===== src/rtl/conv_pkg.sv =====
// Shared definitions for the convolution controller and the window fetch unit:
// tap count, fetch FSM state encodings and the 3x3 neighbourhood offsets.
package conv_pkg;

   localparam int NUM_TAPS         = 9;
   localparam int DEFAULT_IMG_LOG2 = 6;

   typedef enum logic [1:0] {
      ST_IDLE  = 2'd0,
      ST_ISSUE = 2'd1,
      ST_DRAIN = 2'd2,
      ST_DONE  = 2'd3
   } fetchState_e;

   // Row and column offsets of tap k relative to the centre pixel:
   // dr = k/3 - 1, dc = k%3 - 1, so tap 4 is the centre itself.
   localparam logic signed [1:0] TAP_DR [NUM_TAPS] = '{
      -2'sd1, -2'sd1, -2'sd1,
       2'sd0,  2'sd0,  2'sd0,
       2'sd1,  2'sd1,  2'sd1
   };
   localparam logic signed [1:0] TAP_DC [NUM_TAPS] = '{
      -2'sd1,  2'sd0,  2'sd1,
      -2'sd1,  2'sd0,  2'sd1,
      -2'sd1,  2'sd0,  2'sd1
   };

endpackage


===== src/rtl/tap_return_pipe.sv =====
// Tracks outstanding RAM reads: a fixed-depth shift register of {valid, tag}
// whose output lines up with the cycle the RAM returns the matching data.
module tap_return_pipe #(
   parameter int RD_LAT = 1,
   parameter int TAG_W  = 4
) (
   input  logic             i_clk,
   input  logic             i_reset,
   input  logic             i_valid,
   input  logic [TAG_W-1:0] i_tag,
   output logic             o_valid,
   output logic [TAG_W-1:0] o_tag
);

   logic [TAG_W:0] stage_q [RD_LAT];

   // Shift one entry per cycle; reset flushes every stage so late data is dropped.
   always_ff @(posedge i_clk) begin
      if (i_reset) begin
         for (int i = 0; i < RD_LAT; i++) begin
            stage_q[i] <= '0;
         end
      end else begin
         stage_q[0] <= {i_valid, i_tag};
         for (int i = 1; i < RD_LAT; i++) begin
            stage_q[i] <= stage_q[i-1];
         end
      end
   end

   assign {o_valid, o_tag} = stage_q[RD_LAT-1];

endmodule


===== src/rtl/window_fetch_unit.sv =====
// Fetches a 3x3 window from the feature-map RAM, one tap per cycle, replacing
// taps that fall outside the image with zero. ADDR_W must equal 2*IMG_LOG2.
module window_fetch_unit
   import conv_pkg::*;
#(
   parameter int DATA_W   = 16,
   parameter int IMG_LOG2 = DEFAULT_IMG_LOG2,
   parameter int ADDR_W   = 12,
   parameter int RD_LAT   = 1
) (
   input  logic                         i_clk,
   input  logic                         i_reset,
   input  logic                         i_start,
   input  logic [NUM_TAPS*ADDR_W-1:0]   i_addrRead,
   input  logic [ADDR_W-1:0]            i_centerAddr,
   output logic [ADDR_W-1:0]            o_ramAddr,
   output logic                         o_ramRe,
   input  logic [DATA_W-1:0]            i_ramData,
   output logic [NUM_TAPS*DATA_W-1:0]   o_window,
   output logic [NUM_TAPS-1:0]          o_padMask,
   output logic                         o_valid,
   output logic                         o_busy
);

   localparam logic [3:0] LAST_TAP = 4'(NUM_TAPS - 1);

   fetchState_e                 state_q;
   logic [3:0]                  tapCnt_q;
   logic [2:0]                  drainCnt_q;
   logic [NUM_TAPS*ADDR_W-1:0]  addrRead_q;
   logic [ADDR_W-1:0]           centerAddr_q;
   logic [ADDR_W-1:0]           ramAddr_q;
   logic                        ramRe_q;
   logic [NUM_TAPS*DATA_W-1:0]  window_q;
   logic [NUM_TAPS-1:0]         padMask_q;
   logic                        valid_q;
   logic                        busy_q;

   logic [3:0]                  nextTap_d;
   logic [ADDR_W-1:0]           lookCenter;
   logic [NUM_TAPS*ADDR_W-1:0]  lookAddrs;
   logic                        nextOob_d;
   logic [ADDR_W-1:0]           nextAddr_d;

   logic                        retValid;
   logic [3:0]                  retTag;

   // The image bounds check works on row/col widened by one bit, so a step
   // past either edge shows up in the top bit instead of wrapping around.
   function automatic logic tapOutOfBounds(input logic [ADDR_W-1:0] center,
                                           input logic [3:0]        k);
      logic [IMG_LOG2:0] rowExt;
      logic [IMG_LOG2:0] colExt;
      rowExt = {1'b0, center[2*IMG_LOG2-1:IMG_LOG2]}
             + {{(IMG_LOG2-1){TAP_DR[k][1]}}, TAP_DR[k]};
      colExt = {1'b0, center[IMG_LOG2-1:0]}
             + {{(IMG_LOG2-1){TAP_DC[k][1]}}, TAP_DC[k]};
      return rowExt[IMG_LOG2] | colExt[IMG_LOG2];
   endfunction

   // Look one tap ahead so the RAM strobe and address come straight from flops:
   // in IDLE that is tap 0 of the incoming request, in ISSUE the following tap.
   always_comb begin
      nextTap_d  = 4'd0;
      lookCenter = centerAddr_q;
      lookAddrs  = addrRead_q;
      if (state_q == ST_IDLE) begin
         lookCenter = i_centerAddr;
         lookAddrs  = i_addrRead;
      end else if (tapCnt_q != LAST_TAP) begin
         nextTap_d = tapCnt_q + 4'd1;
      end else begin
         nextTap_d = LAST_TAP;
      end
      nextOob_d  = tapOutOfBounds(lookCenter, nextTap_d);
      nextAddr_d = lookAddrs[nextTap_d*ADDR_W +: ADDR_W];
   end

   // Main fetch FSM: issue nine taps, wait out the RAM latency, pulse valid.
   always_ff @(posedge i_clk) begin
      if (i_reset) begin
         state_q      <= ST_IDLE;
         tapCnt_q     <= '0;
         drainCnt_q   <= '0;
         addrRead_q   <= '0;
         centerAddr_q <= '0;
         ramAddr_q    <= '0;
         ramRe_q      <= 1'b0;
         window_q     <= '0;
         padMask_q    <= '0;
         valid_q      <= 1'b0;
         busy_q       <= 1'b0;
      end else begin
         valid_q   <= 1'b0;
         ramRe_q   <= 1'b0;
         ramAddr_q <= '0;
         if (retValid) begin
            window_q[retTag*DATA_W +: DATA_W] <= i_ramData;
         end
         case (state_q)
            ST_IDLE: begin
               if (i_start) begin
                  addrRead_q   <= i_addrRead;
                  centerAddr_q <= i_centerAddr;
                  window_q     <= '0;
                  padMask_q    <= '0;
                  busy_q       <= 1'b1;
                  tapCnt_q     <= '0;
                  ramRe_q      <= !nextOob_d;
                  ramAddr_q    <= nextOob_d ? '0 : nextAddr_d;
                  state_q      <= ST_ISSUE;
               end
            end
            ST_ISSUE: begin
               padMask_q[tapCnt_q] <= !ramRe_q;
               if (tapCnt_q == LAST_TAP) begin
                  drainCnt_q <= '0;
                  state_q    <= ST_DRAIN;
               end else begin
                  tapCnt_q  <= nextTap_d;
                  ramRe_q   <= !nextOob_d;
                  ramAddr_q <= nextOob_d ? '0 : nextAddr_d;
               end
            end
            ST_DRAIN: begin
               if (drainCnt_q == 3'(RD_LAT - 1)) begin
                  valid_q <= 1'b1;
                  state_q <= ST_DONE;
               end else begin
                  drainCnt_q <= drainCnt_q + 3'd1;
               end
            end
            ST_DONE: begin
               busy_q   <= 1'b0;
               tapCnt_q <= '0;
               state_q  <= ST_IDLE;
            end
            default: begin
               busy_q   <= 1'b0;
               tapCnt_q <= '0;
               state_q  <= ST_IDLE;
            end
         endcase
      end
   end

   tap_return_pipe #(
      .RD_LAT (RD_LAT),
      .TAG_W  (4)
   ) u_returnPipe (
      .i_clk   (i_clk),
      .i_reset (i_reset),
      .i_valid (ramRe_q),
      .i_tag   (tapCnt_q),
      .o_valid (retValid),
      .o_tag   (retTag)
   );

   assign o_ramAddr = ramAddr_q;
   assign o_ramRe   = ramRe_q;
   assign o_window  = window_q;
   assign o_padMask = padMask_q;
   assign o_valid   = valid_q;
   assign o_busy    = busy_q;

endmodule

===== config.mk =====
export PLATFORM = sky130hd
export DESIGN_NAME = window_fetch_unit
export DESIGN_NICKNAME = d
export VERILOG_FILES = /design/src/rtl/conv_pkg.sv /design/src/rtl/tap_return_pipe.sv /design/src/rtl/window_fetch_unit.sv
export SDC_FILE = /design/constraint.sdc
export NUM_CORES = 1
export LEC_CHECK = 0
export BUFFER_PORTS_ARGS = -buffer_cell sky130_fd_sc_hd__buf_4
export CORE_MARGIN = 2
export CORE_UTILIZATION = 25
export CTS_CLUSTER_DIAMETER = 200
export DETAILED_ROUTE_END_ITERATION = 6
export GPL_TIMING_DRIVEN = 0
export PLACE_DENSITY = 0.48
export SYNTH_ARGS = -nofsm -noshare
export SYNTH_HDL_FRONTEND = slang
export SYNTH_SLANG_ARGS = --single-unit

===== constraint.sdc =====
create_clock -name i_clk -period 8.36 [get_ports i_clk]
set_input_delay 1.254 -clock i_clk [delete_from_list [all_inputs] [get_ports i_clk]]
set_output_delay 1.254 -clock i_clk [all_outputs]
set_load 0.03 [all_outputs]

* Word-level counts from Yosys, hierarchy flattened
Memory sizes are Yosys's and may differ from the RTL's. Index checks and enable logic that the tools add are counted.
Storage, ports and cells: register bits 297, bits in latches 0, RAM bits 5, ROM bits 64, bits of input ports 139, output and inout bits 168, word-level logic and storage cells 98, memories 3
Memory list:
- (no name shown) | depth 16, width 2, rd ports 1, clocked after Yosys merged registers in 0, wr ports 0, RTL line window_fetch_unit.sv:57 | + {{(IMG_LOG2-1){TAP_DC[k][1]}}, TAP_DC[k]};
- (no name shown) | depth 16, width 2, rd ports 1, clocked after Yosys merged registers in 0, wr ports 0, RTL line window_fetch_unit.sv:55 | + {{(IMG_LOG2-1){TAP_DR[k][1]}}, TAP_DR[k]};
- u_returnPipe.stage_q | depth 1, width 5, rd ports 1, clocked after Yosys merged registers in 0, wr ports 1, RTL line tap_return_pipe.sv:15 | logic [TAG_W:0] stage_q [RD_LAT];
Cells by class: add/sub/neg operators 5, multipliers 1, divide/modulo/power cells 0, order comparisons 3, equal/unequal tests 10, shift operators 3, muxes and demuxes 42, bitwise logic cells 3, reductions and logical operators 17
Operators by type and width (number):
- 2-to-1 mux 144 bit | 3
- bitwise mux 144 bit | 1
- variable shift 16 x 34 -> 144 bit (first input constant) | 1
- variable part select 16 x 34 -> 144 bit | 1
- 2-to-1 mux 108 bit | 1
- variable part select 108 x 9 -> 12 bit | 1
- 2-to-1 mux 12 bit | 4
- negator 8 -> 34 bit | 1
- one-hot mux 12 bit (2 select lines) | 1
- one-hot mux 9 bit (2 select lines) | 1
- 2-to-1 mux 4 bit | 4
- adder 6 x 7 -> 7 bit | 2
- 2-to-1 mux 2 bit | 7
- one-hot mux 4 bit (3 select lines) | 1
- != test 2 bit (second input constant) | 5
- bitwise mux 9 bit | 1
- 2-to-1 mux 1 bit | 9
- 2-to-1 mux 9 bit | 1
- AND reduction 3 bit | 3
- one-hot mux 2 bit (4 select lines) | 1
- multiplier 4 x 2 -> 6 bit (second input constant) | 1
- 2-to-1 mux 3 bit | 2
- one-hot mux 3 bit (2 select lines) | 1
- AND reduction 2 bit | 3
- other kinds (23) | 28

* Logic depth before layout (Yosys ltp)
Gate-level depths: netlist of run 1.
depth in word-level cells 12, depth in mapped cells 19, depth with buffers taken out 16

* Hierarchy
A second synthesis of run 1 with hierarchy kept.
Unflattened totals: cells, all modules 1506, area total of the unflattened synthesis 12632.1 um^2
By module, submodules not included:
- window_fetch_unit | times used 1, cells each 1496, area each 12500.7 um^2, seq. area each 5945.7 um^2
- tap_return_pipe | times used 1, cells each 10, area each 131.4 um^2, seq. area each 100.1 um^2

* Least setup slack after synthesis of run 1
No wires, ideal clock.
path type reg-to-reg, start register tapCnt_q[0], end register ramAddr_q[4], in the netlist o_ramAddr[4], setup time 0.063 ns, data arrival time 3.853 ns, data required time 8.297 ns, slack 4.444 ns, stages on the path, launching flop included 18, buffers on the path 3, period minus slack after synthesis 3.916 ns, cell sequence dfxtp_1 > inv_1 > ha_1 > buf_2 > inv_1 > nor2_2 > buf_2 > ha_1 > nor4bb_1 > a31oi_1 > a31oi_1 > ha_1 > a2111oi_0 > a21oi_1 > mux2i_1 > nand3_2 > buf_6 > nor2_2
On the way: cells in the longest elaborated chain, start to end 12, elaborated cells between the ends (all ways) 21, classes of those cells add/sub (3); mul (1); eq/ne (2); shift (1); mux (10); bitwise (2); memory (2)
RTL lines:
- start: declaration | RTL line window_fetch_unit.sv:28 | logic [3:0] tapCnt_q;
- start signal: assignment | RTL line window_fetch_unit.sv:120 | tapCnt_q <= nextTap_d;
- parallel branches: the longest is 11 deep, another holds multiplier 4 x 2 -> 6 bit
- one-hot mux 12 bit (2 select lines) * | RTL line window_fetch_unit.sv:100 | case (state_q)
- end signal: assignment | RTL line window_fetch_unit.sv:110 | ramAddr_q <= nextOob_d ? '0 : nextAddr_d;
- end signal: assignment | RTL line window_fetch_unit.sv:122 | ramAddr_q <= nextOob_d ? '0 : nextAddr_d;
- end: declaration | RTL line window_fetch_unit.sv:32 | logic [ADDR_W-1:0] ramAddr_q;
Mark *: on every way between the ends. The select of a mux whose other input is x is not followed. A chain may end at the register's enable or synchronous reset.

* Final worst setup path of run 1
start register tapCnt_q[0], end register ramAddr_q[9], in the netlist o_ramAddr[9]
The elaborated chain is that of the path after synthesis.

==> flow_summary.ini, run 1 <==
[timing]
rsz0062_at_grt = false
whs_ns = 0.452
slew_headroom = 0.330
setup_viol_count_final = 0
fmax_mhz = 202
worst_slew_pin_slew_ns = 1.00
fin_crit_ns = 4.96
fin_worst_skew_ns = 0.0325
finalCritPeriodShare = 0.593
finalSetupTns_ns = 0
drv_slew = 0
finalHoldViolations = 0

[synthesis]
syn_inst = 1496
post_synth.cell_area_avg_um2 = 8.40
ys_warn_count = 0
synth.most_common_cell = nand2_1
ys.flop_type = dfxtp_1
synthesis.area_um2 = 12600
synth_top_area_frac = 0.481
synth_area_leader_cell = dfxtp_1
synth_enable_flop_cells = 0
synth_common_cells = nand2_1 (368), dfxtp_1 (302), a21oi_1 (207), nor2_1 (138), mux2i_1 (121)
synthArstFlopShare = 0
yosysUniqueCellTypes = 55
ys_ff_latch = 302
syn_nets = 1655
ys_top_cells_by_area = dfxtp_1 (48%), nand2_1 (11%), mux2i_1 (9.6%)
yosysSeqAreaShare = 0.481

[cells_and_area]
final_core_util = 0.338
fin_cells = 2525
area.growth.synth_to_final_pct = 34.0
drive_gt1_frac = 0.218
fillers = 5354
fin_nets = 1985

[placement]
gp_congestion = 0.813
hpwl_mm = 36.2
port_buffers = 291
dp_cells = 2459

[critical_path]
worstReg2RegEnd = o_ramAddr[9]
cp_data_required_time_ns = 8.81
end_kind = register
r2r_cells = 17
r2r_start = tapCnt_q[0]
crit_fanout = 10
worstPathArrival_ns = 5.41
reg2reg_setup_slack_ns = 3.40
critPathKind = register to register
cp-start-kind = register

[floorplanning]
fp.dieH_um = 228
pin_count = 307
start_util = 0.252
dieArea_um2 = 52100
die_x_um = 228
rows = 82
coreArea_um2 = 49900

[clocking]
cts-root-buf = clkbuf_16
path_clk_slew_ns = 0.05
cts_post_setup_buffers_inserted = 0
clk_path_buf_depth = 3
clkSinkCount = 302
ctsHoldBuffers = 0
cts_buffers = 37
cts-resized-gates = 0
clk_latency_ns = 0.55
htreeDepth = 2
cts_tree = done

[detailed_routing]
wire_per_inst_um = 18.6
first_iter_violations = 560
route.detailed.drc = 0
dr.pass1.iters = 5
viasPerCell = 4.57
drtAntennaViolNets = 0
wl_mm = 47.1
num_vias = 11535

[global_routing]
overflow = 0
grt_pass1_wl_mm = 70.0
grt_max_degree = 13
grt_antenna_before_repair = 4
track_usage = 0.175
grt_pass1_vias = 11371

[power_and_ir_drop]
ir_worst_vdd_v = 0.000153
leakage_nw = 6.34
p_per_area_nw_per_um2 = 282

[min_path]
holdPathStages = 2
hold_end = o_window[44]
hold_class = register to register
hp-start = o_window[44]

[outcome]
outcome = complete, no violations

[flow_run]
maxCapViolCount = 0
## cells by family after synthesis
kind of cell             synth area share
multiplexers                        0.127
buffers and inverters              0.0425
adder cells (fa/ha/maj)            0.0199
AO/OA/AOI/OAI                       0.122
XOR/XNOR                          0.00209
AND/OR/NAND/NOR                     0.206
flip-flops                          0.481
## flip-flops by register name, indices dropped and copies added, names as in the netlist
signal,flops
addrRead_q,108
centerAddr_q,12
drainCnt_q,3
o_busy,1
o_padMask,9
o_ramAddr,12
o_ramRe,1
o_valid,1
o_window,144
state_q,2
tapCnt_q,4
u_returnPipe.stage_q,5
## critical path, stage by stage (launching register included)
cell       delay (ns)
dfxtp_1          0.50
inv_1            0.13
ha_1             0.29
buf_2            0.29
inv_1            0.19
nor2_2           0.51
buf_2            0.48
ha_1             0.24
nor4bb_1         0.29
a31oi_1          0.10
a31oi_1          0.33
ha_1             0.30
a2111oi_0        0.38
a21oi_1          0.15
mux2i_1          0.19
nand3_2          0.13
buf_6            0.19
nor2_2           0.16
## final cells by class
cell class	count	area, um2	area share
Antenna cell	1	2.50	0.000149
Buffer	119	474	0.0282
Clock buffer	55	1080	0.0643
Clock inverter	10	163	0.00966
Inverter	16	60.1	0.00357
Multi-Input combinational cell	1059	5990	0.355
Sequential cell	302	6050	0.359
Tap cell	672	841	0.0499
Timing Repair Buffer	291	2180	0.130
## layout by cell type, fill, tap and decap left out, drive strengths merged, types with 2 or more instances in the layout
master	count
a211oi	28
a21boi	8
a21oi	208
a22oi	4
a31oi	3
and2	4
and3	7
buf	317
bufinv	4
clkbuf	148
clkinv	2
clkinvlp	2
dfxtp	302
ha	20
inv	18
mux2	10
mux2i	122
mux4	11
nand2	368
nand2b	8
nand3	33
nand4	2
nor2	148
nor2b	18
nor3	21
nor3b	2
nor4b	2
o21ai	12
o32ai	2
xor2	2
## layer usage
metal | vias to the layer above | wire length [um] | GRT usage
met5 | - | 46 | 0
met4 | 6 | 1120 | 0.0500
met3 | 73 | 2680 | 0.0368
met2 | 341 | 22700 | 0.303
met1 | 5444 | 20600 | 0.219
li1 | 5671 | - | -
## through the flow
| stage | worst slack, ns | power [mW] | area [um2] |
|---|---|---|---|
| 2_1_floorplan | 4.44 | 2.64 | 12600 |
| 3_3_place_gp | 3.38 | 3.12 | 15600 |
| 3_5_place_dp | 3.38 | 3.14 | 15600 |
| 4_1_cts | 3.35 | 4.81 | 16800 |
| 5_1_grt | 2.93 | 5.02 | 16800 |
| 6_report | 3.40 | 4.76 | 16800 |
## report_power, final
group | internal, mW | switching [mW]
sequential | 1.58 | 0.0804
combinational | 0.488 | 0.949
clock | 1.02 | 0.638
## worst max-delay path by stage
stage,endpoint,slack (ns),startpoint
floorplan,o_ramAddr[4],4.44,tapCnt_q[0]
global placement,o_ramAddr[6],3.38,tapCnt_q[0]
detailed placement,o_ramAddr[8],3.38,tapCnt_q[0]
CTS,o_ramAddr[6],3.35,tapCnt_q[0]
global route,o_ramAddr[6],2.93,tapCnt_q[0]
finish,o_ramAddr[9],3.40,tapCnt_q[0]
Note: power is estimated with default switching activity, not from simulation.
==> run 2, diff against run 1 <==
PLACE_DENSITY = 0.5   (was 0.48)
clock period = 4.49 ns   (was 8.36 ns; I/O delays follow)
==> flow_summary.ini, run 2 (synthesized netlist as in run 1, its figures left out) <==
[detailed_routing]
wl_met3_mm = 3.03
wl_met1_mm = 20.4
route.detailed.drc = 0
wl_mm = 46.7
num_vias = 11483
drtAntennaViolNets = 0
route.met2.wl_mm = 22.4
viasPerCell = 4.55
topRoutingLayerUsed = met5
wire_per_inst_um = 18.5
first_iter_violations = 598
dr.pass1.iters = 5

[floorplanning]
dieArea_um2 = 52100
die_x_um = 228
rows = 82
fp.dieH_um = 228
start_util = 0.252
coreArea_um2 = 49900
pin_count = 307

[timing]
slew_headroom = 0.215
fmax_mhz = 243
setup_slack_ns = 0.377
finalSetupTns_ns = 0
finalHoldViolations = 0
setup_viol_count_final = 0
fin_worst_skew_ns = 0.0168
finalCritPeriodShare = 0.916
fin_crit_ns = 4.11
drv_slew = 0
worst_slew_pin_slew_ns = 1.17

[cells_and_area]
final_common_cell = nand2_1
seqCellArea_um2 = 6050
largest_reg_flops = 144
final_cell_mix = nand2_1 (368), dfxtp_1 (301), buf_4 (295), a21oi_1 (207), nor2_1 (138)
multi_input_area_um2 = 6000
fin_nets = 1985
fin_cells = 2526
fillers = 5353
fin_area_um2 = 16800
drive_gt1_frac = 0.219
area.growth.synth_to_final_pct = 33.5

[clocking]
htreeDepth = 2
clk_latency_ns = 0.55
cts-root-buf = clkbuf_16
clk_path_buf_depth = 3
clkSinkCount = 302
cts_buffers = 36
path_clk_slew_ns = 0.06
cts_tree = done
ctsHoldBuffers = 0

[critical_path]
cpMostUsedCell = ha_1
end_kind = register
worstPathArrival_ns = 4.58
critPathKind = register to register
cp_slowest_stage_delay_ns = 0.43
cp_data_required_time_ns = 4.95
cp-start-kind = register
path_cells = inv_1 > ha_1 > buf_2 > inv_1 > nor2_4 > buf_4 > ha_1 > nor4bb_1 > a31oi_1 > a31oi_2 > ha_1 > a2111oi_0 > a21oi_1 > mux2i_1 > nand3_2 > buf_6 > nor2_2
cp.depth = 17
slowest_stage = dfxtp_1
crit_buf_inv = 5
critPathTopFamily = buffers and inverters
crit_fanout = 10
r2r_cells = 17

[power_and_ir_drop]
fin_total_pwr_mw = 8.64
p_per_area_nw_per_um2 = 515
leakage_nw = 6.30
ir_worst_vdd_v = 0.000261

[placement]
dp_cells = 2459
hpwl_mm = 36.0
placed_area_um2 = 15600
pre_cts_ws_ns = -0.434
gp_congestion = 0.867
port_buffers = 291

[global_routing]
grt_pass1_wl_mm = 69.9
track_usage = 0.175
grt_antenna_before_repair = 3
overflow = 0
grt_pass1_vias = 11275
grt_max_degree = 13

[min_path]
holdPathStages = 3
hold_class = input pin to register

[flow_run]
maxCapViolCount = 0

[outcome]
outcome = complete, no violations
-- run 2: cell count changes in the layout (fill, tap and decap cells not counted), moves of 2 or more --
| cell | delta |
|---|---|
| buf_4 | +3 |
| bufinv_16 | -3 |
| clkbuf_8 | -3 |
| clkbuf_1 | +2 |
| clkinvlp_4 | +2 |
-- run 2: path summary, 6_finish.rpt --
path / start / slack (ns) / endpoint
setup / recovery: tapCnt_q[1] / 0.38 / o_ramAddr[2]
hold / removal: i_addrRead[36] / 0.38 / addrRead_q[36]
setup reg to reg: tapCnt_q[1] / 0.38 / o_ramAddr[2]
hold reg to reg: centerAddr_q[6] / 0.45 / centerAddr_q[6]
-- run 2: layer usage --
metal  track usage  up-vias
met5             0        -
met1         0.219     5395
met3        0.0426       51
met4        0.0439        2
met2         0.301      356
li1              -     5679
-- run 2: repair_timing --
action	4_1_cts	5_1_grt
resized for setup	2	2
buffers inserted	1	1
gates cloned	0	0
pin swaps	1	1
setup endpoints to repair	13	13
-- run 2: area by class of cell --
class,instances,area share
antenna,1,0.000149
buffer,118,0.0282
clock buffer,54,0.0626
clock inverter,11,0.00604
inverter,16,0.00358
multi-input combinational,1059,0.358
sequential,302,0.361
tap,672,0.0501
timing repair buffer,293,0.131
-- run 2: through the flow --
| step | util | hold WS (ns) |
|---|---|---|
| final | 0.336 | 0.378 |
| after global routing | 0.336 | 0.363 |
| after CTS | 0.336 | 0.351 |
| after detailed placement | 0.313 | 0.446 |
| after global placement | 0.313 | 0.439 |
| after floorplan | - | 0.432 |
-- run 2: power breakdown --
| group | internal [mW] | total, mW | switching (mW) |
|---|---|---|---|
| Sequential | 2.94 | 3.09 | 0.149 |
| Clock | 1.68 | 2.87 | 1.19 |
| Combinational | 0.920 | 2.68 | 1.76 |
| Total | 5.55 | 8.64 | 3.09 |
-- run 2: worst register-to-register path: stages, from the launching register on --
cell and delay (ns):
dfxtp_1 0.43, inv_1 0.11, ha_1 0.30, buf_2 0.28
inv_1 0.20, nor2_4 0.13, buf_4 0.25, ha_1 0.20
nor4bb_1 0.28, a31oi_1 0.12, a31oi_2 0.27, ha_1 0.28
a2111oi_0 0.35, a21oi_1 0.14, mux2i_1 0.20, nand3_2 0.14
buf_6 0.20, nor2_2 0.16
==> run 3, diff against run 2 <==
--- a/config.mk
+++ b/config.mk
@@ -8,9 +8,10 @@
 export BUFFER_PORTS_ARGS = -buffer_cell sky130_fd_sc_hd__buf_4
 export CORE_MARGIN = 2
-export CORE_UTILIZATION = 25
+export CORE_UTILIZATION = 37
 export CTS_CLUSTER_DIAMETER = 200
+export CTS_CLUSTER_SIZE = 28
 export DETAILED_ROUTE_END_ITERATION = 6
 export GPL_TIMING_DRIVEN = 0
-export PLACE_DENSITY = 0.5
+export PLACE_DENSITY = 0.66
 export SYNTH_ARGS = -nofsm -noshare
 export SYNTH_HDL_FRONTEND = slang
==> constraint.sdc (replaced) <==
create_clock -name i_clk -period 4.49 [get_ports i_clk]
set_input_delay 0.6735 -clock i_clk [delete_from_list [all_inputs] [get_ports i_clk]]
set_output_delay 0.6735 -clock i_clk [all_outputs]
set_load 0.02 [all_outputs]
==> flow_summary.ini, run 3 (synthesized netlist as in run 1, its figures left out) <==
[power_and_ir_drop]
clock_power_share = 0.205
p_per_area_nw_per_um2 = 456
pwr-share-seq = 0.430
leakage_nw = 5.94
comb_power_share = 0.365
swShare = 0.376
switching_power_mw = 2.69
ir_worst_vdd_v = 0.000368
internal_power_mw = 4.47

[global_routing]
grt_pass1_vias = 11020
grt_max_degree = 29
overflow = 0
track_usage = 0.224
grt_antenna_before_repair = 1
grt_pass1_wl_mm = 62.9

[timing]
drv_slew = 0
rsz0062_at_grt = false
whs_ns = 0.397
setup_viol_count_final = 0
worst_slew_pin_slew_ns = 1.08
fin_worst_skew_ns = 0.0364
fin_crit_ns = 4.24
finalCritPeriodShare = 0.944
slew_headroom = 0.276
finalHoldViolations = 0
fmax_mhz = 236

[cells_and_area]
largest_reg_flops = 144
final_common_cell = nand2_1
area.growth.synth_to_final_pct = 25.1
fin_area_um2 = 15700
fin_nets = 1963
final_cell_mix = nand2_1 (368), dfxtp_1 (301), buf_4 (295), a21oi_1 (207), nor2_1 (138)
final_core_util = 0.470
n_antenna_cell = 0
drive_gt1_frac = 0.204

[critical_path]
worstReg2RegEnd = o_ramAddr[4]
r2r_start = tapCnt_q[1]
r2r_cells = 17
reg2reg_setup_slack_ns = 0.25
cp-start-kind = register
cp_data_required_time_ns = 4.91
crit_fanout = 10
end_kind = register
worstPathArrival_ns = 4.66
critPathKind = register to register

[detailed_routing]
wire_per_inst_um = 18.3
num_vias = 11531
route.detailed.drc = 0
dr.pass1.iters = 7
drtAntennaViolNets = 0
first_iter_violations = 724
viasPerCell = 5.12
wl_mm = 41.3

[min_path]
hold_end = addrRead_q[15]
hold_class = input pin to register
hp-start = i_addrRead[15]
holdPathStages = 3

[flow_run]
maxCapViolCount = 0

[floorplanning]
die_x_um = 188
fp.dieH_um = 188
coreArea_um2 = 33400
rows = 67
dieArea_um2 = 35500
start_util = 0.376
pin_count = 307

[clocking]
cts_tree = done
path_clk_slew_ns = 0.11
htreeDepth = 1
clk_latency_ns = 0.52
cts_buffers = 14
clkSinkCount = 302
clk_path_buf_depth = 3
cts-root-buf = clkbuf_16

[placement]
port_buffers = 291
hpwl_mm = 31.7
gp_congestion = 0.850
placed_area_um2 = 15300

[outcome]
outcome = complete, no violations
==> run 3: cell count changes in the layout (fill, tap and decap cells not counted) <==
cell,change
inv_6,-3
clkinv_4,+1
a2111oi_1,+1
clkbuf_16,-22
clkbuf_1,-11
clkinv_2,-3
clkbuf_8,-6
bufinv_16,-1
a2111oi_0,-1
diode_2,-1
clkinvlp_4,-4
==> run 3: worst max-delay path: stages, from the launching register on <==
cell,delay (ns)
dfxtp_1,0.48
inv_1,0.13
ha_1,0.30
buf_2,0.28
inv_1,0.20
nor2_4,0.13
buf_4,0.25
ha_1,0.20
nor4bb_1,0.27
a31oi_1,0.11
a31oi_2,0.27
ha_1,0.29
a2111oi_1,0.38
a21oi_1,0.14
mux2i_1,0.21
nand3_2,0.15
buf_6,0.20
nor2_2,0.16
==> run 3: per-layer routing <==
layer | GRT usage | vias to the layer above | routed length, um
met3 | 0.0317 | 77 | 2960
li1 | - | 5607 | -
met2 | 0.384 | 431 | 19400
met4 | 0.0652 | 2 | 1210
met1 | 0.294 | 5414 | 17700
met5 | 0 | - | 11
==> run 3: metrics by stage <==
stage | cells | worst slack, ns | TNS [ns] | total power, mW
floorplan | 1496 | 0.574 | 0 | 4.89
global placement | 2235 | -0.427 | -4.71 | 5.67
detailed placement | 2235 | -0.443 | -4.93 | 5.71
CTS | 2252 | 0.103 | 0 | 7.17
global route | 2252 | 0.0621 | 0 | 7.58
finish | 2252 | 0.253 | 0 | 7.16
==> run 3: how the worst max path moves through the flow <==
stage                     start      endpoint  cells after the start
finish              tapCnt_q[1]  o_ramAddr[4]                     17
global route        tapCnt_q[1]  o_ramAddr[4]                     17
CTS                  state_q[0]  o_ramAddr[4]                     14
detailed placement  tapCnt_q[0]  o_ramAddr[7]                     17
global placement    tapCnt_q[0]  o_ramAddr[7]                     17
floorplan           tapCnt_q[0]  o_ramAddr[4]                     17
==> run 3: final cells by class <==
class	count	area (um2)
well taps	448	561
fillers	3321	17700
inverters	16	60.1
flip-flops and latches	302	6050
repair buffers	293	2200
clock buffers	15	375
multi-input cells	1059	6000
clock inverters	1	8.76
plain buffers	118	473
==> run 3: power by group through the flow <==
| stage | registers [mW] | logic, mW | clock network, mW |
|---|---|---|---|
| after floorplan | 3.14 | 1.74 | 0 |
| after global placement | 3.13 | 2.53 | 0 |
| after detailed placement | 3.14 | 2.57 | 0 |
| after CTS | 3.08 | 2.59 | 1.50 |
| after global routing | 3.11 | 2.88 | 1.59 |
| final | 3.08 | 2.61 | 1.47 |
==> run 3: repair_timing <==
action | CTS | global route
setup endpoints to repair | 13 | 13
buffers inserted | 1 | 1
hold buffers | 0 | 0
gates resized for setup | 3 | 2
pin swaps | 1 | 1
